`src/rtl/fifo_stream_adapter.sv`:
```
// fifo_stream_adapter
//   Turns the read port of a synchronous FIFO into a valid/ready stream with
//   full throughput. The FIFO returns data one cycle after an accepted read,
//   so a 2-entry prefetch/skid buffer absorbs the read latency. The adapter
//   also adds packet framing: m_last marks every PKT_LEN-th beat.
//
// Ports
//   clk           rising-edge clock, shared with the FIFO
//   rst_n         asynchronous active-low reset
//   fifo_empty    FIFO empty flag
//   fifo_rd_data  FIFO read data, valid the cycle after an issued read
//   fifo_rd_en    read request to the FIFO (combinational)
//   m_valid       stream beat available
//   m_ready       consumer accepts the beat when m_valid & m_ready
//   m_data        beat data (head of buffer)
//   m_last        beat is the final beat of a packet
//   level         beats held in buffer (0..2)
module fifo_stream_adapter #(
  parameter int unsigned WIDTH   = 8,
  parameter int unsigned PKT_LEN = 4
) (
  input  logic             clk,
  input  logic             rst_n,
  input  logic             fifo_empty,
  input  logic [WIDTH-1:0] fifo_rd_data,
  output logic             fifo_rd_en,
  output logic             m_valid,
  input  logic             m_ready,
  output logic [WIDTH-1:0] m_data,
  output logic             m_last,
  output logic [1:0]       level
);

  localparam int unsigned CntW = (PKT_LEN > 1) ? $clog2(PKT_LEN) : 1;
  localparam logic [CntW-1:0] LastCnt = CntW'(PKT_LEN - 1);

  logic [WIDTH-1:0] buf_q [2];
  logic             head_q, tail_q;
  logic [1:0]       level_q;
  logic             inflight_q;
  logic [CntW-1:0]  beat_cnt_q;

  logic       pop;
  logic [2:0] occ_after;

  assign m_valid = (level_q != 2'd0);
  assign m_data  = buf_q[head_q];
  assign m_last  = m_valid && (beat_cnt_q == LastCnt);
  assign level   = level_q;
  assign pop     = m_valid & m_ready;

  // Occupancy once this cycle's in-flight beat lands and any pop leaves.
  // A pop implies level_q >= 1, so the subtraction never underflows.
  assign occ_after  = {1'b0, level_q} + {2'b00, inflight_q} - {2'b00, pop};
  assign fifo_rd_en = rst_n & ~fifo_empty & (occ_after < 3'd2);

  always_ff @(posedge clk or negedge rst_n) begin
    if (!rst_n) begin
      buf_q[0]   <= '0;
      buf_q[1]   <= '0;
      head_q     <= 1'b0;
      tail_q     <= 1'b0;
      level_q    <= 2'd0;
      inflight_q <= 1'b0;
      beat_cnt_q <= '0;
    end else begin
      inflight_q <= fifo_rd_en;
      // The invariant level + inflight <= 2 keeps occ_after inside 0..2.
      level_q    <= occ_after[1:0];
      if (inflight_q) begin
        buf_q[tail_q] <= fifo_rd_data;
        tail_q        <= ~tail_q;
      end
      if (pop) begin
        head_q     <= ~head_q;
        beat_cnt_q <= (beat_cnt_q == LastCnt) ? '0 : beat_cnt_q + 1'b1;
      end
    end
  end

endmodule

```
`config.mk`:
```
export PLATFORM = sky130hd
export DESIGN_NAME = fifo_stream_adapter
export DESIGN_NICKNAME = d
export VERILOG_FILES = /design/src/rtl/fifo_stream_adapter.sv
export SDC_FILE = /design/constraint.sdc
export NUM_CORES = 1
export LEC_CHECK = 0
export CAP_MARGIN = 15
export CORE_ASPECT_RATIO = 1.5
export CORE_MARGIN = 3
export CORE_UTILIZATION = 43
export DETAILED_ROUTE_END_ITERATION = 8
export HOLD_SLACK_MARGIN = 0.05
export PLACE_DENSITY_LB_ADDON = 0.12
export SKIP_LAST_GASP = 1
export SLEW_MARGIN = 30
export SYNTH_ARGS = -nofsm -noshare
export SYNTH_HDL_FRONTEND = slang
export SYNTH_SLANG_ARGS = --single-unit
```
`constraint.sdc`:
```
create_clock -name clk -period 2.1 [get_ports clk]
set_input_delay 0.21 -clock clk [delete_from_list [all_inputs] [get_ports clk]]
set_output_delay 0.21 -clock clk [all_outputs]
set_load 0.05 [all_outputs]
```
==> flow_metrics.env, run 1 <==
export IMPL_die_h_um=66.26
export IMPL_cap_violations=0
export IMPL_yosys_warnings=0
export IMPL_worstPathRequired_ns=1.89
export IMPL_cts_buffers=3
export IMPL_nets=120
export IMPL_slew_headroom=0.6702
export IMPL_critPathArrivalTime_ns=2.38
export IMPL_outcome="finished with violations"
export IMPL_dpl_hpwl_um=1333
export IMPL_finalHoldViolCount=0
export IMPL_core_mm2=0.002260
export IMPL_num_vias=640
export IMPL_setup_ws_ns=-0.4921
export IMPL_seq_area_frac_synth=0.5529
export IMPL_grt_pass1_vias=685
export IMPL_finalSetupViolations=2
export IMPL_fmax_mhz=385.8
export IMPL_cts_tree="done"
export IMPL_synth_cell_types=16
export IMPL_track_usage=0.1326
export IMPL_end_kind="output pin"
export IMPL_cp_start_kind="flop"
export IMPL_clockBufferDepth=2
export IMPL_antenna_found_initial=0
export IMPL_violations="negative setup slack"
export IMPL_dr_first_iter_drc_count=4
export IMPL_portBuffers=24
export IMPL_overflow=0
export IMPL_vias_per_cell=5.079
export IMPL_ios=25
export IMPL_slew_viol_final=0
export IMPL_initial_core_util=0.4607
export IMPL_routedWlPerCell_um=13.63
export IMPL_grt_max_degree=24
export IMPL_htree_levels=1
export IMPL_synth_avg_cell_area_um2=14.87
export IMPL_route_antenna_remaining_nets=0
export IMPL_grt_pass1_wl_um=2891
export IMPL_synthCells=70
export IMPL_post_place_ws_ns=-0.3915
export IMPL_rows=21
export IMPL_clk_pin_slew_ns=0.13
export IMPL_cp_max_fo=2
export IMPL_fin_area_mm2=0.001430
export IMPL_rsz0062_at_grt="yes"
export IMPL_syn_area_mm2=0.001041
export IMPL_min_path_type="in -> async"
export IMPL_finalClockSkew_ns=0.01233
export IMPL_synth_nets=86
export IMPL_place_area_mm2=0.001374
export IMPL_critical_path_class="reg -> out"
export IMPL_first_pass_iters=2
export IMPL_clkSinkCount=23
export IMPL_dieArea_mm2=0.003060
export IMPL_tightest_slew_ns=0.4931
export IMPL_clk_latency_ns=0.31
export IMPL_whs_ns=0.2937
export IMPL_ys_ff_latch=23
export IMPL_syn_to_final_growth_pct=37.38
export IMPL_die_w_um=46.18
export IMPL_fin_setup_tns_ns=-0.5113
export IMPL_hold_buffers=0
export IMPL_wl_um=1718
export IMPL_cts_root_buf="clkbuf_4"
export IMPL_diodes=0
export IMPL_drc=0
export IMPL_timing_final_crit_share=1.234
export IMPL_drive_gt1_frac=0.5243
export IMPL_min_period_ns=2.592
export IMPL_place_congestion=0.6923
[critical path, cell delays in order (launching register included)]
cell and delay, ns:
dfrtp_2 0.45, o21ai_4 0.16, inv_2 0.06, ha_4 0.25
inv_2 0.03, ha_4 0.14, fa_2 0.44, nor4b_4 0.36
buf_12 0.18
[logic make-up (layout without fill, tap and decap cells)]
| group | after synthesis | in the layout | share of synthesized area |
|---|---|---|---|
| muxes | 26 | 26 | 0.2812 |
| adders and majority gates | 4 | 4 | 0.05529 |
| DFF | 23 | 23 | 0.5529 |
| AOI/OAI and AO/OA | 1 | 1 | 0.008415 |
| xor gates and xnor gates | 3 | 3 | 0.02524 |
| and+or+nand+nor | 6 | 6 | 0.04328 |
| buffers and inverters | 7 | 40 | 0.03365 |
[synthesized netlist by cell type (all sizes together)]
cell type	instances	area (um2)
dfrtp	23	575.6
inv	5	18.77
xor2	1	8.760
or2	1	6.260
nand2	1	6.260
nor4b	1	8.760
nor2	1	3.750
buf	2	16.26
nor2b	1	13.76
and2	1	6.260
fa	1	20.02
ha	3	37.54
o21ai	1	8.760
xnor2	2	17.52
mux2	26	292.8
[cells in the final DEF (no fill, tap or decap)]
cell,instances
dfrtp_1,20
o21ai_4,1
and2_1,1
nor2b_4,1
clkbuf_4,3
xnor2_1,1
xnor2_2,1
ha_4,2
nand2_2,1
inv_1,3
mux2_2,26
buf_12,1
or2_2,1
xor2_1,1
clkinv_2,1
ha_1,1
dlygate4sd2_1,8
buf_4,9
inv_2,2
dfrtp_2,3
nor2_1,1
fa_2,1
clkdlybuf4s50_1,13
nor4b_4,1
[state kept, by name, summed over array words and instances (netlist names)]
name        cells
head_q          1
inflight_q      1
buf_q          16
tail_q          1
level           2
beat_cnt_q      2
[stage by stage]
stage	cells	utilization
6_report	126	0.6329
5_1_grt	126	0.6329
4_1_cts	126	0.6229
3_5_place_dp	120	0.6080
3_3_place_gp	120	0.6080
2_1_floorplan	70	-
[cell type report]
class / instances / area [um2]
tap: 23 / 28.78
multi-input combinational: 40 / 488.0
fill: 189 / 829.5
clock inverter: 1 / 5.005
sequential: 23 / 579.3
timing repair buffer: 31 / 287.8
inverter: 5 / 18.77
clock buffer: 3 / 22.52
[routing by layer]
| metal | track usage | vias up | share of wire |
|---|---|---|---|
| met5 | 0 | - | 0 |
| met2 | 0.2155 | 15 | 0.52 |
| met4 | 0.05338 | 0 | 0.0041 |
| li1 | - | 307 | - |
| met3 | 0.03815 | 2 | 0.058 |
| met1 | 0.1583 | 316 | 0.42 |
[worst paths after layout]
kind	start	endpoint	slack, ns	depth (start not counted)
worst max-delay path	level[0]	fifo_rd_en	-0.49	8
worst min-delay path	rst_n	buf_q[6]	0.29	2
worst max register to register	level[0]	inflight_q	-0.02	8
worst min register to register	buf_q[1]	buf_q[1]	0.51	1
max in group asynchronous	rst_n	level[1]	1.56	2
min in group clk	buf_q[1]	buf_q[1]	0.51	1
[repair_timing]
| action | CTS | global route |
|---|---|---|
| resized for setup | 9 | 4 |
| setup endpoints to repair | 9 | 2 |
| pin swaps | 3 | 4 |
| setup buffers | 2 | 1 |
Power of run 1 is left out: the tool's default activity adds up to more than one toggle a clock period on the data nets, which glitch-free logic cannot reach.
==> inputs of run 2 (changes only) <==
- clock period: 2.1 -> 2.23 ns (I/O delays scaled with it)
==> run 2 against run 1 <==
  * The flow still finishes with violations (negative setup slack)
  * Clock skew decreased by 0.011 ns
  * Sequential share of layout area grew 0.68 points
  * Non-clock buffer count is 2 lower
  * Routed wire length decreased by 0.93%
  * Die area stayed put
  * Register-to-register slack improved by 0.22 ns
  * Critical path type unchanged
  * Largest cell class unchanged
==> flow_metrics.env, run 2 (synthesis results as in run 1) <==
export IMPL_outcome="finished with violations"
export IMPL_violations="negative setup slack"
export IMPL_antenna_found_initial=0
export IMPL_cp_cell_sequence="o21ai_4 > inv_1 > ha_1 > inv_1 > ha_2 > fa_2 > xnor2_2 > nor4b_4 > buf_12"
export IMPL_cap_violations=0
export IMPL_slew_viol_final=0
export IMPL_num_vias=637
export IMPL_routedWlPerCell_um=13.73
export IMPL_worst_r2r_cell_count=8
export IMPL_clk_latency_ns=0.30
export IMPL_overflow=0
export IMPL_vias_per_cell=5.137
export IMPL_tightest_slew_ns=0.4989
export IMPL_track_usage=0.1343
export IMPL_slew_headroom=0.6664
export IMPL_die_h_um=66.26
export IMPL_finalHoldViolCount=0
export IMPL_dieArea_mm2=0.003060
export IMPL_critPathMaxStageDelay_ns=0.44
export IMPL_gr_usage_met3=0.02997
export IMPL_rows=21
export IMPL_post_cts_buffers=0
export IMPL_ios=25
export IMPL_top_register="buf_q"
export IMPL_portBuffers=24
export IMPL_finalClockSkew_ns=0.001685
export IMPL_cp_max_fo=2
export IMPL_place_congestion=0.6920
export IMPL_critPathArrivalTime_ns=2.40
export IMPL_cts_tree="done"
export IMPL_layout_common_cells="mux2_2, clkdlybuf4s50_1, dfrtp_1, inv_1, buf_4"
export IMPL_dr_first_iter_drc_count=6
export IMPL_setup_ws_ns=-0.3938
export IMPL_end_kind="output pin"
export IMPL_syn_to_final_growth_pct=35.10
export IMPL_clockBufferDepth=2
export IMPL_die_w_um=46.18
export IMPL_largest_reg_flops=16
export IMPL_grt_busiest_layer="met2"
export IMPL_rsz0062_at_grt="yes"
export IMPL_grt_pass1_wl_um=2932
export IMPL_critical_path_class="reg -> out"
export IMPL_fin_setup_tns_ns=-0.3938
export IMPL_dpl_hpwl_um=1340
export IMPL_wl_um=1702
export IMPL_drive_gt1_frac=0.4653
export IMPL_diodes=0
export IMPL_cts_root_buf="clkbuf_4"
export IMPL_finalSetupViolations=1
export IMPL_crit_top_cell="inv_1"
export IMPL_cp_start_kind="flop"
export IMPL_min_path_type="in -> async"
export IMPL_htree_levels=1
export IMPL_grt_max_degree=24
export IMPL_initial_core_util=0.4607
export IMPL_fmax_mhz=381.1
export IMPL_clk_pin_slew_ns=0.12
export IMPL_cts_buffers=3
export IMPL_core_mm2=0.002260
export IMPL_crit_slowest_cell="dfrtp_2"
export IMPL_drc=0
export IMPL_grtUsageMet2=0.2241
export IMPL_min_period_ns=2.624
export IMPL_first_pass_iters=2
export IMPL_final_common_cell="mux2_2"
export IMPL_worstPathRequired_ns=2.01
export IMPL_nets=118
export IMPL_whs_ns=0.3127
export IMPL_final_core_util=0.6224
export IMPL_timing_final_crit_share=1.177
export IMPL_clkSinkCount=23
export IMPL_met1_usage=0.1553
export IMPL_post_place_ws_ns=-0.2870
export IMPL_route_antenna_remaining_nets=0
export IMPL_grt_pass1_vias=683
## run 2: cell count changes in the layout (fill, tap and decap cells not counted), sizes merged
cell	delta
dlygate4sd2	-7
clkdlybuf4s50	+9
buf	-4
## run 2: area by class of cell
| type | count | area (um2) |
|---|---|---|
| Clock inverter | 1 | 5.005 |
| Inverter | 5 | 18.77 |
| Sequential cell | 23 | 579.3 |
| Tap cell | 23 | 28.78 |
| Fill cell | 190 | 853.3 |
| Multi-Input combinational cell | 40 | 465.4 |
| Timing Repair Buffer | 29 | 286.5 |
| Clock buffer | 3 | 22.52 |
## run 2: final timing paths
check                      slack (ns)         end     start
hold reg to reg                  0.51    buf_q[1]  buf_q[1]
hold / removal                   0.31  inflight_q     rst_n
setup / recovery                -0.39  fifo_rd_en  level[0]
setup reg to reg                 0.20  inflight_q  level[0]
min in group clk                 0.51    buf_q[1]  buf_q[1]
max in group asynchronous        1.68      head_q     rst_n
## run 2: routing by layer
layer  part of all wire  routed length, um
met5                  0                  0
met4              0.014                 24
met3              0.059                100
met2               0.52                893
met1               0.40                685
## run 2: through the flow
step,std cells,cell area [um2]
detailed placement,120,1379
global placement,120,1379
floorplan,70,1079
global route,124,1406
finish,124,1406
CTS,124,1406
## run 2: worst max-delay path, delay by kind of cell (launching register included)
kind / cells / cell delay, ns
adder cells (fa/ha/maj): 3 / 0.77
flip-flops: 1 / 0.44
AND/OR/NAND/NOR: 1 / 0.32
buffers and inverters: 3 / 0.27
AO/OA/AOI/OAI: 1 / 0.15
XOR/XNOR: 1 / 0.15
## run 2: what timing repair did
item                       in CTS  in global routing
setup endpoints to repair      10                  1
cloned                          0                  0
hold endpoints to repair        0                  0
pin swaps                       1                  1
hold buffers                    0                  0
resized for setup               2                  0
Power of run 2 is left out for the same reason.
